### config.mk
export PLATFORM = sky130hd
export DESIGN_NAME = uart_rx_deserializer
export DESIGN_NICKNAME = d
export VERILOG_FILES = /design/src/rtl/uart_rx_deserializer.sv
export SDC_FILE = /design/constraint.sdc
export NUM_CORES = 1
export LEC_CHECK = 0
export BUFFER_PORTS_ARGS = -buffer_cell sky130_fd_sc_hd__buf_2
export CAP_MARGIN = 5
export CORE_ASPECT_RATIO = 2
export CORE_UTILIZATION = 60
export DETAILED_ROUTE_END_ITERATION = 7
export PLACE_DENSITY = 0.82
export SYNTH_ARGS = -nofsm -noshare
export SYNTH_HDL_FRONTEND = slang
export SYNTH_SLANG_ARGS = --single-unit
### constraint.sdc
create_clock -name i_clk -period 6.85 [get_ports i_clk]
set_input_delay 0 -clock i_clk [delete_from_list [all_inputs] [get_ports i_clk]]
set_output_delay 0 -clock i_clk [all_outputs]
set_load 0.005 [all_outputs]
### src/rtl/uart_rx_deserializer.sv
// uart_rx_deserializer
//   Receive-side serial front end. Recovers 8-bit characters from the
//   asynchronous rxd line by oversampling at 16 ticks per bit. Parity and
//   MSB-first bit order are optional. Each character and its error flags are
//   handed to the downstream parser through a one-entry valid/ready buffer.
//
//   Optional build macro: RX_MAJORITY_VOTE_EN
//     When defined, every bit value is the 2-of-3 majority of the line at tick
//     counts 7, 8 and 9. The decision is made at tick count 9, and the counter
//     phase is shifted so that the decision lands on the same clock as the
//     single-sample build.
//
//   Parameters
//     DIV_W        width of the baud divider input
//     SYNC_STAGES  number of flops in the rxd synchronizer (minimum 2)
//
//   Ports
//     i_clk         system clock
//     i_rst_n       synchronous active-low reset
//     i_rxd         asynchronous serial input, idles high
//     i_baud_div    oversample tick period minus 1
//     i_parity_en   a parity bit follows the data bits
//     i_parity_odd  1 = odd parity, 0 = even parity
//     i_msb_first   first data bit received is bit 7
//     o_rx_data     received character
//     o_rx_valid    o_rx_data and the flags are valid
//     i_rx_ready    downstream accepts the character
//     o_parity_err  parity mismatch for the held character
//     o_frame_err   stop bit sampled low for the held character
//     o_overrun     one-clock pulse when a completed character is dropped
//     o_busy        receiver FSM is not idle
module uart_rx_deserializer #(
  parameter int DIV_W       = 16,
  parameter int SYNC_STAGES = 2
) (
  input  logic             i_clk,
  input  logic             i_rst_n,
  input  logic             i_rxd,
  input  logic [DIV_W-1:0] i_baud_div,
  input  logic             i_parity_en,
  input  logic             i_parity_odd,
  input  logic             i_msb_first,
  output logic [7:0]       o_rx_data,
  output logic             o_rx_valid,
  input  logic             i_rx_ready,
  output logic             o_parity_err,
  output logic             o_frame_err,
  output logic             o_overrun,
  output logic             o_busy
);

  typedef enum logic [2:0] {
    S_IDLE,
    S_START,
    S_DATA,
    S_PARITY,
    S_STOP,
    S_WAIT_HIGH
  } state_t;

`ifdef RX_MAJORITY_VOTE_EN
  // Starting the start-bit count at 2 makes the 8th tick read 9, so the
  // voted decision happens on the same clock as the single-sample build.
  // After the start decision the counter simply keeps counting, giving a
  // decision every 16 ticks at count 9.
  localparam logic [3:0] START_INIT   = 4'd2;
  localparam logic [3:0] START_PT     = 4'd9;
  localparam logic [3:0] START_RELOAD = 4'd10;
  localparam logic [3:0] BIT_PT       = 4'd9;
`else
  localparam logic [3:0] START_INIT   = 4'd0;
  localparam logic [3:0] START_PT     = 4'd7;
  localparam logic [3:0] START_RELOAD = 4'd0;
  localparam logic [3:0] BIT_PT       = 4'd15;
`endif

  state_t                 r_state;
  state_t                 w_state_next;
  logic [SYNC_STAGES-1:0] r_sync;
  logic                   r_rxs_prev;
  logic [DIV_W-1:0]       r_div_cnt;
  logic [3:0]             r_tick_cnt;
  logic [2:0]             r_bit_cnt;
  logic [7:0]             r_shift;
  logic                   r_par_err;
  logic                   r_par_en;
  logic                   r_par_odd;
  logic                   r_msb_first;
  logic [7:0]             r_rx_data;
  logic                   r_rx_valid;
  logic                   r_parity_err;
  logic                   r_frame_err;
  logic                   r_overrun;
  logic                   w_rxs;
  logic                   w_tick;
  logic                   w_bit;
  logic                   w_start_pt;
  logic                   w_bit_pt;
  logic                   w_start_det;
  logic                   w_complete;
  logic                   w_frame_err_next;

  // Synchronizer presets to the idle level so reset never fakes a start edge.
  always_ff @(posedge i_clk) begin
    if (!i_rst_n) begin
      r_sync     <= '1;
      r_rxs_prev <= 1'b1;
    end else begin
      r_sync     <= {r_sync[SYNC_STAGES-2:0], i_rxd};
      r_rxs_prev <= w_rxs;
    end
  end

  assign w_rxs  = r_sync[SYNC_STAGES-1];
  assign w_tick = (r_state != S_IDLE) && (r_div_cnt == '0);

`ifdef RX_MAJORITY_VOTE_EN
  // Two-entry history of the line at the previous two ticks; at the decision
  // tick it holds the samples from counts 7 and 8.
  logic [1:0] r_hist;

  always_ff @(posedge i_clk) begin
    if (!i_rst_n) begin
      r_hist <= 2'b11;
    end else if (w_tick) begin
      r_hist <= {r_hist[0], w_rxs};
    end
  end

  assign w_bit = (r_hist[1] & r_hist[0]) | (r_hist[1] & w_rxs) | (r_hist[0] & w_rxs);
`else
  assign w_bit = w_rxs;
`endif

  assign w_start_pt = w_tick && (r_tick_cnt == START_PT);
  assign w_bit_pt   = w_tick && (r_tick_cnt == BIT_PT);

  // State register.
  always_ff @(posedge i_clk) begin
    if (!i_rst_n) begin
      r_state <= S_IDLE;
    end else begin
      r_state <= w_state_next;
    end
  end

  // Next-state logic plus the strobes that tell the datapath when a frame
  // starts and when a character is complete.
  always_comb begin
    w_state_next     = r_state;
    w_start_det      = 1'b0;
    w_complete       = 1'b0;
    w_frame_err_next = 1'b0;
    case (r_state)
      S_IDLE: begin
        if (r_rxs_prev && !w_rxs) begin
          w_start_det  = 1'b1;
          w_state_next = S_START;
        end
      end
      S_START: begin
        if (w_start_pt) begin
          w_state_next = w_bit ? S_IDLE : S_DATA;
        end
      end
      S_DATA: begin
        if (w_bit_pt && (r_bit_cnt == 3'd7)) begin
          w_state_next = r_par_en ? S_PARITY : S_STOP;
        end
      end
      S_PARITY: begin
        if (w_bit_pt) begin
          w_state_next = S_STOP;
        end
      end
      S_STOP: begin
        if (w_bit_pt) begin
          w_complete       = 1'b1;
          w_frame_err_next = ~w_bit;
          w_state_next     = w_bit ? S_IDLE : S_WAIT_HIGH;
        end
      end
      S_WAIT_HIGH: begin
        if (w_rxs) begin
          w_state_next = S_IDLE;
        end
      end
      default: w_state_next = S_IDLE;
    endcase
  end

  // Divider, tick/bit counters and the shift register. Line-format inputs are
  // captured at start detect so mid-frame changes cannot corrupt a character.
  always_ff @(posedge i_clk) begin
    if (!i_rst_n) begin
      r_div_cnt   <= '0;
      r_tick_cnt  <= '0;
      r_bit_cnt   <= '0;
      r_shift     <= '0;
      r_par_err   <= 1'b0;
      r_par_en    <= 1'b0;
      r_par_odd   <= 1'b0;
      r_msb_first <= 1'b0;
    end else begin
      if (w_start_det) begin
        r_div_cnt   <= i_baud_div;
        r_tick_cnt  <= START_INIT;
        r_bit_cnt   <= '0;
        r_par_err   <= 1'b0;
        r_par_en    <= i_parity_en;
        r_par_odd   <= i_parity_odd;
        r_msb_first <= i_msb_first;
      end else if (r_state != S_IDLE) begin
        if (w_tick) begin
          r_div_cnt  <= i_baud_div;
          r_tick_cnt <= (r_state == S_START && r_tick_cnt == START_PT) ?
                        START_RELOAD : r_tick_cnt + 4'd1;
        end else begin
          r_div_cnt <= r_div_cnt - DIV_W'(1);
        end
      end
      if (r_state == S_DATA && w_bit_pt) begin
        r_shift   <= r_msb_first ? {r_shift[6:0], w_bit} : {w_bit, r_shift[7:1]};
        r_bit_cnt <= r_bit_cnt + 3'd1;
      end
      if (r_state == S_PARITY && w_bit_pt) begin
        r_par_err <= ((^r_shift) ^ w_bit) != r_par_odd;
      end
    end
  end

  // One-entry output buffer. A completing character may replace the held one
  // only if that one is being accepted in the same cycle; otherwise the new
  // character is dropped and overrun pulses.
  always_ff @(posedge i_clk) begin
    if (!i_rst_n) begin
      r_rx_data    <= 8'h00;
      r_rx_valid   <= 1'b0;
      r_parity_err <= 1'b0;
      r_frame_err  <= 1'b0;
      r_overrun    <= 1'b0;
    end else begin
      r_overrun <= 1'b0;
      if (w_complete && (!r_rx_valid || i_rx_ready)) begin
        r_rx_data    <= r_shift;
        r_parity_err <= r_par_err;
        r_frame_err  <= w_frame_err_next;
        r_rx_valid   <= 1'b1;
      end else begin
        if (r_rx_valid && i_rx_ready) begin
          r_rx_valid <= 1'b0;
        end
        if (w_complete) begin
          r_overrun <= 1'b1;
        end
      end
    end
  end

  assign o_rx_data    = r_rx_data;
  assign o_rx_valid   = r_rx_valid;
  assign o_parity_err = r_parity_err;
  assign o_frame_err  = r_frame_err;
  assign o_overrun    = r_overrun;
  assign o_busy       = (r_state != S_IDLE);

endmodule

==> metrics.log, run 1 <==
INFO  metric run_status = finished, final reports clean
INFO  metric grt-ovfl-total = 0
INFO  metric grt_util_all_layers = 0.311
INFO  metric tritoncts = yes
INFO  metric seq_area_frac_synth = 0.360
INFO  metric drive_above_1_share = 0.165
INFO  metric critical_path.max_fanout = 13
INFO  metric h_tree_level_count = 2
INFO  metric drt-vias-per-instance = ~6.5
INFO  metric num_antenna_cells = 0
INFO  metric number_of_antenna_violations_at_the_first_check_in_global_routing = 0
INFO  metric start_util = 0.635
INFO  metric cp-start-kind = register
INFO  metric largest_net_degree_at_the_start_of_global_routing = 55
INFO  metric total_cell_area_at_the_placement_stage = 3080 um2
INFO  metric grt_pass1_vias = around 2700
INFO  metric ff_latch_area = between 1000 and 1500 um2
INFO  metric regToRegSetupSlack = approximately 4 ns
INFO  metric fp.coreArea = approximately 4600 um2
INFO  metric yosys_register_bits = 53
INFO  metric grt_first_pass_wirelength = about 12 mm
INFO  metric syn-instance-count = 355
INFO  metric clock.fmax = about 360 MHz
INFO  metric setup_total_negative_slack = 0 ns
INFO  metric timing.rr.start = r_div_cnt[1]
INFO  metric tightest_slew = just under 0.9 ns
INFO  metric utilization_of_the_core_after_routing = 0.715
INFO  metric post_synth.cell_area_avg = just over 8 um2
INFO  metric reg2reg_to = r_div_cnt[2]
INFO  metric final_area = ~3300 um2
INFO  metric drc = 0
INFO  metric multi_input_combinational_cell_area = 1710 um2
INFO  metric yosys_warnings = 0
INFO  metric postSynthNetCount = approximately 380
INFO  metric fillers = about 400
INFO  metric timing.max_slew.rel_slack = 0.412
INFO  metric synth_top_flop_cell = sky130_fd_sc_hd__dfxtp_1
INFO  metric timing.final.setup_violations = 0
INFO  metric postSynth.asyncResetShare = 0
INFO  metric drv_cap = 0
INFO  metric chipWidth = roughly 52 um
INFO  metric worstSkewPairLatency = just over 0.3 ns
INFO  metric final_antenna_net_count = 0
INFO  metric finalNetCount = slightly above 400
INFO  metric worstSetupPathType = register to register
INFO  metric dr.pass1.iters = 4
INFO  metric unrepaired_setup_endpoints_after_global_routing = no
INFO  metric final_min_period_over_clock_period = 0.408
INFO  metric post_synth_num_cell_types = 62
INFO  metric clock-sinks = 53
INFO  metric power-per-cell-area = slightly below 300 nW/um2
INFO  metric syn2layout_area_growth = 12.6%
INFO  metric clk_path_buf_depth = 2
INFO  metric holdCritPathClass = input port to register
INFO  metric via_count = 2873
INFO  metric max-vdd-ir-drop = between 0.00015 and 0.0002 V
INFO  metric synth-edff-count = 0
INFO  metric die_area = roughly 5200 um2
INFO  metric drt_first_iter_violations = around 120
INFO  metric globalplace.congestion = ~0.89
INFO  metric finalWirelength = between 7 and 8 mm
INFO  metric maxSlewViolCount = 0
INFO  metric chipHeight = roughly 100 um
INFO  metric critical_hold_path_startpoint = i_baud_div[14]
INFO  metric worst_ep_required_time = between 7 and 8 ns
INFO  metric skew = 0.00437 ns
INFO  metric hold-path-endpoint = r_div_cnt[14]
INFO  metric number_of_port_buffers = 35
INFO  metric whs_path_depth = 3
INFO  metric post_cts_resize_count = 0
INFO  metric cp.arrival = ~3 ns
INFO  metric wl_per_cell = 17.0 um
INFO  metric dp.final_hpwl = around 5.3 mm
INFO  metric timing.final.crit_period = about 2.8 ns
INFO  metric worst_setup_hold_path_clk_slew = around 0.1 ns
INFO  metric post_synth_instance_area = 2950 um2
INFO  metric cts_inserted_buffers = 5
INFO  metric crit_path_end_kind = register
INFO  metric power_leakage = 1.26 nW
INFO  metric clock-root-buffer = sky130_fd_sc_hd__clkbuf_8
INFO  metric finalHoldViolations = 0
INFO  metric pin_count = 36
INFO  metric ff2ff_path_depth = 7
INFO  metric floorplan.rows = 35
==> how the worst max path moves through the flow <==
stage | endpoint | cells past startpoint | startpoint | slack [ns]
after floorplan | r_div_cnt[7] | 9 | r_div_cnt[0] | 4.64
after global placement | r_div_cnt[2] | 7 | r_div_cnt[0] | 4.25
after detailed placement | r_div_cnt[2] | 7 | r_div_cnt[1] | 4.14
after CTS | r_div_cnt[2] | 7 | r_div_cnt[0] | 4.11
after global routing | r_div_cnt[2] | 7 | r_div_cnt[1] | 3.98
final | r_div_cnt[2] | 7 | r_div_cnt[1] | 4.06
==> through the flow <==
stage | total power [mW] | hold slack [ns] | setup slack [ns] | std cells
global route | 1.02 | 0.0353 | 3.98 | 442
global placement | 0.758 | 0.182 | 4.25 | 419
floorplan | 0.709 | 0.101 | 4.64 | 355
CTS | 0.951 | 0.00746 | 4.11 | 442
detailed placement | 0.770 | 0.184 | 4.14 | 419
finish | 0.961 | 0.0243 | 4.06 | 442
==> sequential cells by signal, indices dropped and copies added, names as in the netlist <==
signal and cells:
o_rx_valid 1, o_parity_err 1, r_par_err 1, r_rxs_prev 1
r_tick_cnt 4, r_shift 8, r_bit_cnt 3, o_overrun 1
r_msb_first 1, r_par_en 1, o_frame_err 1, r_sync 2
r_par_odd 1, r_div_cnt 16, r_state 3, o_rx_data 8
==> layer usage <==
metal | global-route usage | vias to the layer above | share of wire
met2 | 0.578 | 115 | 0.55
met4 | 0.170 | 0 | 0.036
li1 | - | 1360 | -
met5 | 0 | - | 0
met1 | 0.312 | 1372 | 0.37
met3 | 0.0513 | 26 | 0.045
==> critical path, stage by stage, from the launching register on <==
cell                      delay (ns)
sky130_fd_sc_hd__dfxtp_1        0.34
sky130_fd_sc_hd__inv_1          0.11
sky130_fd_sc_hd__ha_1           0.15
sky130_fd_sc_hd__or3b_2         0.51
sky130_fd_sc_hd__or4_1          0.57
sky130_fd_sc_hd__o21ai_2        0.53
sky130_fd_sc_hd__o21ai_0        0.18
sky130_fd_sc_hd__a32o_1         0.29
==> where the power goes <==
group          switching [mW]  internal, mW
Clock                   0.108        0.0723
Combinational           0.254         0.148
Sequential             0.0379         0.342
Total                   0.399         0.562
==> cell type report <==
| class | instances | area share |
|---|---|---|
| Tap cell | 55 | 0.0207 |
| Multi-Input combinational cell | 262 | 0.516 |
| Clock buffer | 6 | 0.0219 |
| Inverter | 11 | 0.0124 |
| Sequential cell | 53 | 0.320 |
| Clock inverter | 2 | 0.00452 |
| Timing Repair Buffer | 53 | 0.105 |
==> what timing repair did <==
action | 4_1_cts | 5_1_grt
hold buffers | 15 | 0
hold endpoints to repair | 15 | 0
buffers inserted | 0 | 0
setup endpoints to repair | 0 | 0
==> synth_stat cells, types with 2 or more instances <==
| master | instances | share of area |
|---|---|---|
| sky130_fd_sc_hd__nand2b_1 | 4 | 0.0085 |
| sky130_fd_sc_hd__and3_1 | 3 | 0.0064 |
| sky130_fd_sc_hd__ha_1 | 5 | 0.021 |
| sky130_fd_sc_hd__a211oi_1 | 3 | 0.0076 |
| sky130_fd_sc_hd__nor3_1 | 14 | 0.024 |
| sky130_fd_sc_hd__buf_1 | 3 | 0.0038 |
| sky130_fd_sc_hd__mux2i_1 | 10 | 0.034 |
| sky130_fd_sc_hd__a31oi_1 | 3 | 0.0064 |
| sky130_fd_sc_hd__o32ai_1 | 2 | 0.0059 |
| sky130_fd_sc_hd__o22ai_1 | 5 | 0.011 |
| sky130_fd_sc_hd__mux2_2 | 7 | 0.027 |
| sky130_fd_sc_hd__buf_6 | 2 | 0.0076 |
| sky130_fd_sc_hd__o21a_1 | 3 | 0.0076 |
| sky130_fd_sc_hd__a21boi_0 | 2 | 0.0051 |
| sky130_fd_sc_hd__nand4_1 | 8 | 0.017 |
| sky130_fd_sc_hd__or3b_2 | 2 | 0.0059 |
| sky130_fd_sc_hd__o21ai_2 | 2 | 0.0059 |
| sky130_fd_sc_hd__o41ai_1 | 2 | 0.0059 |
| sky130_fd_sc_hd__inv_1 | 11 | 0.014 |
| sky130_fd_sc_hd__a21oi_1 | 20 | 0.034 |
| sky130_fd_sc_hd__clkbuf_1 | 19 | 0.024 |
| sky130_fd_sc_hd__or3_1 | 4 | 0.0085 |
| sky130_fd_sc_hd__o21ai_0 | 18 | 0.031 |
| sky130_fd_sc_hd__xnor2_1 | 6 | 0.018 |
| sky130_fd_sc_hd__nand3_1 | 22 | 0.037 |
| sky130_fd_sc_hd__nand2_1 | 41 | 0.052 |
| sky130_fd_sc_hd__nor2_1 | 13 | 0.017 |
| sky130_fd_sc_hd__o221ai_1 | 4 | 0.012 |
| sky130_fd_sc_hd__a22oi_1 | 3 | 0.0076 |
| sky130_fd_sc_hd__or4_1 | 7 | 0.018 |
| sky130_fd_sc_hd__buf_2 | 3 | 0.0051 |
| sky130_fd_sc_hd__a32oi_1 | 3 | 0.0089 |
| sky130_fd_sc_hd__nor2b_1 | 11 | 0.023 |
| sky130_fd_sc_hd__nor3_2 | 2 | 0.0068 |
| sky130_fd_sc_hd__dfxtp_1 | 53 | 0.36 |
| sky130_fd_sc_hd__o311a_1 | 4 | 0.014 |
| sky130_fd_sc_hd__nor4_1 | 4 | 0.0085 |
| sky130_fd_sc_hd__xor2_1 | 3 | 0.0089 |
==> layout by cell type, fill, tap and decap left out, types with 13 or more instances in the layout <==
cell type                       instances
sky130_fd_sc_hd__a21oi_1               20
sky130_fd_sc_hd__nand3_1               22
sky130_fd_sc_hd__buf_2                 35
sky130_fd_sc_hd__nor3_1                14
sky130_fd_sc_hd__nor2_1                13
sky130_fd_sc_hd__o21ai_0               18
sky130_fd_sc_hd__dfxtp_1               53
sky130_fd_sc_hd__dlygate4sd3_1         15
sky130_fd_sc_hd__nand2_1               41
==> cells by family after synthesis <==
family	Yosys count	synth area share
buffers and inverters	40	0.0590
xor gates and xnor gates	10	0.0344
and+or+nand+nor	143	0.260
AOI/OAI and AO/OA	87	0.205
muxes	17	0.0607
adders and majority gates	5	0.0212
DFF	53	0.360
Note: power is estimated with default switching activity, not from simulation.
==> run 2: changes to the inputs <==
CORE_UTILIZATION = 58   (was 60)
PLACE_DENSITY = 0.8   (was 0.82)
clock period = 2.77 ns   (was 6.85 ns; I/O delays follow)
==> run 2 against run 1 <==
  * Die area rose by 3.3%
  * Global-route usage fell by 2.5 points
  * Count of clock-buffer cells in the layout did not move
==> metrics.log, run 2 (synthesis gave the netlist of run 1 again) <==
INFO  metric crit_path_end_kind = register (unchanged)
INFO  metric number_of_antenna_violations_at_the_first_check_in_global_routing = 0 (unchanged)
INFO  metric power.share.clock = 0.180 (was 0.187)
INFO  metric clock-sinks = 53 (unchanged)
INFO  metric fillers = 414 (was 402)
INFO  metric dp.final_hpwl = 5.35 mm (was 5.32 mm)
INFO  metric finalNetCount = 424 (was 414)
INFO  metric tightest_slew = 0.825 ns (was 0.882 ns)
INFO  metric dr.pass1.iters = 4 (unchanged)
INFO  metric floorplan.rows = 36 (was 35)
INFO  metric final.hold.worst_slack = 0.00926 ns (was 0.0243 ns)
INFO  metric power-per-cell-area = 709 nW/um2 (was 290 nW/um2)
INFO  metric worst_setup_hold_path_clk_slew = 0.09 ns (was 0.10 ns)
INFO  metric drv_cap = 0 (unchanged)
INFO  metric setup_total_negative_slack = 0 ns (unchanged)
INFO  metric num_antenna_cells = 0 (unchanged)
INFO  metric maxSlewViolCount = 0 (unchanged)
INFO  metric power_leakage = 1.31 nW (was 1.26 nW)
INFO  metric p_int = 1.43 mW (was 0.562 mW)
INFO  metric drt_first_iter_violations = 76 (was 121)
INFO  metric grt_util_all_layers = 0.286 (was 0.311)
INFO  metric grt_first_pass_wirelength = 11.6 mm (was 12.3 mm)
INFO  metric max-vdd-ir-drop = 0.000657 V (was 0.000190 V)
INFO  metric chipWidth = 52.4 um (was 51.6 um)
INFO  metric power.switching_fraction = 0.407 (was 0.415)
INFO  metric top_register = r_div_cnt (unchanged)
INFO  metric largest_net_degree_at_the_start_of_global_routing = 54 (was 55)
INFO  metric via_count = 2861 (was 2873)
INFO  metric grt_pass1_vias = 2598 (was 2719)
INFO  metric drive_above_1_share = 0.191 (was 0.165)
INFO  metric clock.fmax = 394 MHz (was 358 MHz)
INFO  metric met3_usage = 0.0383 (was 0.0513)
INFO  metric syn2layout_area_growth = 15.1% (was 12.6%)
INFO  metric grt_util_met2 = 0.521 (was 0.578)
INFO  metric worstSetupPathType = register to register (unchanged)
INFO  metric h_tree_level_count = 2 (unchanged)
INFO  metric timing.final.setup_violations = 0 (unchanged)
INFO  metric gr-max-usage-layer = met2 (unchanged)
INFO  metric finalHoldViolations = 0 (unchanged)
INFO  metric grt-ovfl-total = 0 (unchanged)
INFO  metric die_area = 5390 um2 (was 5210 um2)
INFO  metric final_min_period_over_clock_period = 0.916 (was 0.408)
INFO  metric clk_path_buf_depth = 2 (unchanged)
INFO  metric skew = 0.00697 ns (was 0.00437 ns)
INFO  metric drc = 0 (unchanged)
INFO  metric p_seq_frac = 0.389 (was 0.395)
INFO  metric fp.coreArea = 4860 um2 (was 4640 um2)
INFO  metric timing.max_slew.rel_slack = 0.446 (was 0.412)
INFO  metric worstSkewPairLatency = 0.31 ns (about the same)
INFO  metric chipHeight = 103 um (was 101 um)
INFO  metric clock-root-buffer = sky130_fd_sc_hd__clkbuf_8 (unchanged)
INFO  metric timing.final.crit_period = 2.54 ns (was 2.79 ns)
INFO  metric critical_path.max_fanout = 7 (was 13)
INFO  metric pin_count = 36 (unchanged)
INFO  metric wl_per_cell = 16.3 um (was 17.0 um)
INFO  metric net-switching-power = 0.978 mW (was 0.399 mW)
INFO  metric p_comb_frac = 0.431 (was 0.418)
INFO  metric cp-start-kind = register (unchanged)
INFO  metric layout_commonest_cell = sky130_fd_sc_hd__dfxtp_1 (unchanged)
INFO  metric globalplace.congestion = 0.978 (was 0.890)
INFO  metric finalWirelength = 7.38 mm (was 7.53 mm)
INFO  metric multi_input_combinational_cell_area = 1710 um2 (unchanged)
INFO  metric unrepaired_setup_endpoints_after_global_routing = no (unchanged)
INFO  metric worst_ep_required_time = 2.95 ns (was 7.06 ns)
INFO  metric grt_use_met1 = 0.299 (was 0.312)
INFO  metric drt-vias-per-instance = 6.30 (was 6.50)
INFO  metric largest_register_ff_count = 16 (unchanged)
INFO  metric post_cts_resize_count = 0 (unchanged)
INFO  metric start_util = 0.606 (was 0.635)
INFO  metric ff_latch_area = 1060 um2 (unchanged)
INFO  metric final_cell_mix = sky130_fd_sc_hd__dfxtp_1, sky130_fd_sc_hd__nand2_1, sky130_fd_sc_hd__buf_2 (unchanged)
INFO  metric tritoncts = yes (unchanged)
INFO  metric cp.arrival = 2.72 ns (was 3.01 ns)
INFO  metric number_of_port_buffers = 35 (unchanged)
INFO  metric final_antenna_net_count = 0 (unchanged)
INFO  metric cts_inserted_buffers = 5 (unchanged)
INFO  metric holdCritPathClass = input port to register (unchanged)
INFO  metric run_status = finished, final reports clean (unchanged)
[run 2: cell types whose count changed in the layout (fill, tap and decap cells not counted)]
cell | previous run | this run
sky130_fd_sc_hd__dlygate4sd3_1 | 15 | 13
sky130_fd_sc_hd__buf_4 | 3 | 15
[run 2: worst paths after layout]
check | start | endpoint | slack, ns | depth (start not counted)
worst max-delay path | r_div_cnt[0] | r_div_cnt[11] | 0.23 | 8
worst min-delay path | i_baud_div[3] | r_div_cnt[3] | 0.009 | 3
worst max register to register | r_div_cnt[0] | r_div_cnt[11] | 0.23 | 8
worst min register to register | r_sync[0] | r_sync[1] | 0.44 | 1
[run 2: routing by layer]
metal,vias up,routed length [um],part of all wire
met5,-,0,0
met4,0,359,0.049
met3,33,438,0.059
met2,134,3860,0.52
met1,1313,2730,0.37
li1,1381,-,-
[run 2: timing repair]
action | 4_1_cts | 5_1_grt
hold buffers | 13 | 0
buffers inserted | 0 | 0
endpoints found under the hold margin | 13 | 0
[run 2: critical path, cell delays in order, from the launching register on]
cell	delay, ns
sky130_fd_sc_hd__dfxtp_1	0.34
sky130_fd_sc_hd__inv_1	0.11
sky130_fd_sc_hd__ha_1	0.14
sky130_fd_sc_hd__or3b_2	0.51
sky130_fd_sc_hd__or4_1	0.47
sky130_fd_sc_hd__buf_4	0.18
sky130_fd_sc_hd__nor2_2	0.31
sky130_fd_sc_hd__a2bb2oi_1	0.23
sky130_fd_sc_hd__o22ai_1	0.11
[run 2: metrics by stage]
step	setup WS (ns)	utilization	cell area, um2	std cells	total power [mW]
detailed placement	0.299	0.653	3170	433	1.95
floorplan	0.564	-	2950	355	1.75
global route	0.143	0.697	3390	454	2.54
global placement	0.296	0.653	3170	433	1.93
finish	0.232	0.697	3390	454	2.40
CTS	0.266	0.697	3390	454	2.39
[run 2: cell type report]
class | count | area share
inverters | 11 | 0.0122
clock inverters | 2 | 0.00443
well taps | 57 | 0.0210
flip-flops and latches | 53 | 0.313
multi-input cells | 262 | 0.505
repair buffers | 63 | 0.123
clock buffers | 6 | 0.0214
[run 2: power groups by stage]
| stage | sequential [mW] | clock, mW | combinational [mW] |
|---|---|---|---|
| final | 0.935 | 0.434 | 1.04 |
| after floorplan | 0.921 | 0 | 0.832 |
| after CTS | 0.931 | 0.442 | 1.02 |
| after detailed placement | 0.949 | 0 | 0.998 |
| after global routing | 0.947 | 0.471 | 1.12 |
| after global placement | 0.946 | 0 | 0.983 |
==> run 3: changes to the inputs <==
PLACE_DENSITY = 0.89   (was 0.8)
==> run 3 against run 2 <==
  * Die area did not move
  * Critical path depth fell by 1
  * Largest power group unchanged
  * Maximum frequency fell by 1.6%
  * Highest routed layer unchanged
==> metrics.log, run 3 (synthesis gave the netlist of run 1 again) <==
INFO  metric finalWirelength = 7.49 mm (was 7.38 mm)
INFO  metric ff2ff_path_depth = 7 (was 8)
INFO  metric drc = 0 (unchanged)
INFO  metric net-switching-power = 0.999 mW (was 0.978 mW)
INFO  metric p_comb_frac = 0.421 (was 0.431)
INFO  metric highest_layer = met4 (unchanged)
INFO  metric power_leakage = 1.33 nW (was 1.31 nW)
INFO  metric finalHoldViolations = 0 (unchanged)
INFO  metric skew = 0.0127 ns (was 0.00697 ns)
INFO  metric run_status = finished, final reports clean (unchanged)
INFO  metric drive_above_1_share = 0.190 (was 0.191)
INFO  metric largest_net_degree_at_the_start_of_global_routing = 54 (unchanged)
INFO  metric syn2layout_area_growth = 16.1% (was 15.1%)
INFO  metric grt_first_pass_wirelength = 12.2 mm (was 11.6 mm)
INFO  metric floorplan.rows = 36 (unchanged)
INFO  metric dr_wl_met2 = 3.81 mm (was 3.86 mm)
INFO  metric dp.final_hpwl = 5.27 mm (was 5.35 mm)
INFO  metric utilization_of_the_core_after_routing = 0.704 (was 0.697)
INFO  metric die_area = 5390 um2 (unchanged)
INFO  metric max-vdd-ir-drop = 0.000624 V (was 0.000657 V)
INFO  metric final_antenna_net_count = 0 (unchanged)
INFO  metric crit_path_start = r_div_cnt[0] (unchanged)
INFO  metric num_antenna_cells = 0 (unchanged)
INFO  metric maxSlewViolCount = 0 (unchanged)
INFO  metric final.hold.worst_slack = 0.00624 ns (was 0.00926 ns)
INFO  metric drt-vias-per-instance = 6.37 (was 6.30)
INFO  metric timing.max_slew.rel_slack = 0.441 (was 0.446)
INFO  metric globalplace.congestion = 0.991 (was 0.978)
INFO  metric p_total = 2.43 mW (was 2.40 mW)
INFO  metric timing.final.setup_violations = 0 (unchanged)
INFO  metric cp-start-kind = register (unchanged)
INFO  metric power.switching_fraction = 0.410 (was 0.407)
INFO  metric unrepaired_setup_endpoints_after_global_routing = no (unchanged)
INFO  metric chipWidth = 52.4 um (unchanged)
INFO  metric clk_path_buf_depth = 2 (unchanged)
INFO  metric tritoncts = yes (unchanged)
INFO  metric power-per-cell-area = 711 nW/um2 (was 709 nW/um2)
INFO  metric clock-root-buffer = sky130_fd_sc_hd__clkbuf_8 (unchanged)
INFO  metric start_util = 0.606 (unchanged)
INFO  metric worstSkewPairLatency = 0.32 ns (was 0.31 ns)
INFO  metric timing.final.crit_period = 2.58 ns (was 2.54 ns)
INFO  metric critPathCapture = r_div_cnt[5] (was r_div_cnt[11])
INFO  metric timing.rr.start = r_div_cnt[0] (unchanged)
INFO  metric finalNetCount = 426 (was 424)
INFO  metric grt_util_all_layers = 0.302 (was 0.286)
INFO  metric number_of_antenna_violations_at_the_first_check_in_global_routing = 0 (unchanged)
INFO  metric wl_met3 = 433 um (was 438 um)
INFO  metric final.setup.worst_slack = 0.191 ns (was 0.232 ns)
INFO  metric worst_setup_hold_path_clk_slew = 0.10 ns (was 0.09 ns)
INFO  metric wl_per_cell = 16.4 um (was 16.3 um)
INFO  metric m1WireLength = 2.82 mm (was 2.73 mm)
INFO  metric total_cell_area_at_the_placement_stage = 3170 um2 (about the same)
INFO  metric grt_pass1_vias = 2676 (was 2598)
INFO  metric dr.pass1.iters = 4 (unchanged)
INFO  metric setup_total_negative_slack = 0 ns (unchanged)
INFO  metric regToRegSetupSlack = 0.19 ns (was 0.23 ns)
INFO  metric h_tree_level_count = 2 (unchanged)
INFO  metric pin_count = 36 (unchanged)
INFO  metric drt_first_iter_violations = 106 (was 76)
INFO  metric fillers = 394 (was 414)
INFO  metric pre_cts_ws = 0.280 ns (was 0.299 ns)
INFO  metric top_register = r_div_cnt (unchanged)
INFO  metric layout_commonest_cell = sky130_fd_sc_hd__dfxtp_1 (unchanged)
INFO  metric final_min_period_over_clock_period = 0.931 (was 0.916)
INFO  metric reg2reg_to = r_div_cnt[5] (was r_div_cnt[11])
INFO  metric final_cell_mix = sky130_fd_sc_hd__dfxtp_1, sky130_fd_sc_hd__nand2_1, sky130_fd_sc_hd__buf_2 (unchanged)
INFO  metric clock.fmax = 388 MHz (was 394 MHz)
INFO  metric crit_path_max_incr_delay = 0.58 ns (was 0.51 ns)
INFO  metric via_count = 2904 (was 2861)
INFO  metric critical_path.max_fanout = 7 (unchanged)
INFO  metric holdCritPathClass = input port to register (unchanged)
INFO  metric p_int = 1.44 mW (was 1.43 mW)
INFO  metric cts_inserted_buffers = 5 (unchanged)
INFO  metric worst_ep_required_time = 3.00 ns (was 2.95 ns)
INFO  metric fp.coreArea = 4860 um2 (unchanged)
INFO  metric drv_cap = 0 (unchanged)
INFO  metric clock-sinks = 53 (unchanged)
INFO  metric largest_register_ff_count = 16 (unchanged)
INFO  metric crit_path_end_kind = register (unchanged)
INFO  metric placed_cells_incl_taps = 432 (was 433)
INFO  metric layoutNonFillerInstCount = 456 (was 454)
INFO  metric power.share.clock = 0.192 (was 0.180)
INFO  metric p_seq_frac = 0.387 (was 0.389)
INFO  metric grt-ovfl-total = 0 (unchanged)
INFO  metric worstPathCellList = inv_1, ha_1, or3b_2, or4_1, nor2_2, o221ai_1, a311oi_1 (was inv_1, ha_1, or3b_2, or4_1, buf_4, nor2_2, a2bb2oi_1, o22ai_1)
INFO  metric cp.arrival = 2.81 ns (was 2.72 ns)
INFO  metric tightest_slew = 0.832 ns (was 0.825 ns)
INFO  metric final_area = 3420 um2 (was 3390 um2)
INFO  metric chipHeight = 103 um (unchanged)
INFO  metric number_of_port_buffers = 35 (unchanged)
INFO  metric cp_slowest_cell = sky130_fd_sc_hd__or4_1 (was sky130_fd_sc_hd__or3b_2)
INFO  metric worstSetupPathType = register to register (unchanged)
-- run 3: cell types whose count changed in the layout (fill, tap and decap cells not counted) --
cell | before | now
sky130_fd_sc_hd__clkbuf_1 | 1 | 0
sky130_fd_sc_hd__clkbuf_8 | 5 | 6
sky130_fd_sc_hd__buf_4 | 15 | 14
sky130_fd_sc_hd__dlygate4sd3_1 | 13 | 16
sky130_fd_sc_hd__clkinvlp_4 | 2 | 0
sky130_fd_sc_hd__clkinv_4 | 0 | 1
sky130_fd_sc_hd__clkinv_2 | 0 | 1
-- run 3: per-layer routing --
layer,up-vias,GRT usage
met3,33,0.0605
li1,1392,-
met1,1341,0.321
met4,0,0.215
met2,138,0.511
met5,-,0
-- run 3: final cells by class --
| cell class | count | area, um2 | area share |
|---|---|---|---|
| flip-flops and latches | 53 | 1060 | 0.310 |
| repair buffers | 65 | 440 | 0.129 |
| well taps | 57 | 71.3 | 0.0208 |
| inverters | 11 | 41.3 | 0.0121 |
| clock inverters | 2 | 13.8 | 0.00402 |
| multi-input cells | 262 | 1710 | 0.500 |
| clock buffers | 6 | 82.6 | 0.0241 |
-- run 3: critical path: cells and delay by family (launching register included) --
family                     cells  cell delay [ns]
AOI/OAI and AO/OA              2             0.39
buffers and inverters          1             0.11
DFF                            1             0.35
adders and majority gates      1             0.14
and+or+nand+nor                3             1.49
-- run 3: timing repair --
action,in CTS,in global routing
hold buffers,16,0
setup buffers,0,0
gates resized for setup,0,0
endpoints found under the hold margin,16,0
-- run 3: how the worst min path moves through the flow --
stage	end	depth (start not counted)	from
after floorplan	r_sync[0]	1	i_rxd
after global placement	r_sync[0]	2	i_rxd
after detailed placement	r_sync[0]	2	i_rxd
after CTS	r_div_cnt[15]	3	i_baud_div[15]
after global routing	r_div_cnt[14]	3	i_baud_div[14]
final	o_overrun	3	i_rx_ready
-- run 3: power groups by stage --
stage	clock, mW	sequential [mW]	combinational, mW
global placement	0	0.946	0.946
floorplan	0	0.921	0.832
finish	0.467	0.943	1.02
CTS	0.477	0.937	0.999
detailed placement	0	0.954	0.976
global route	0.505	0.952	1.13
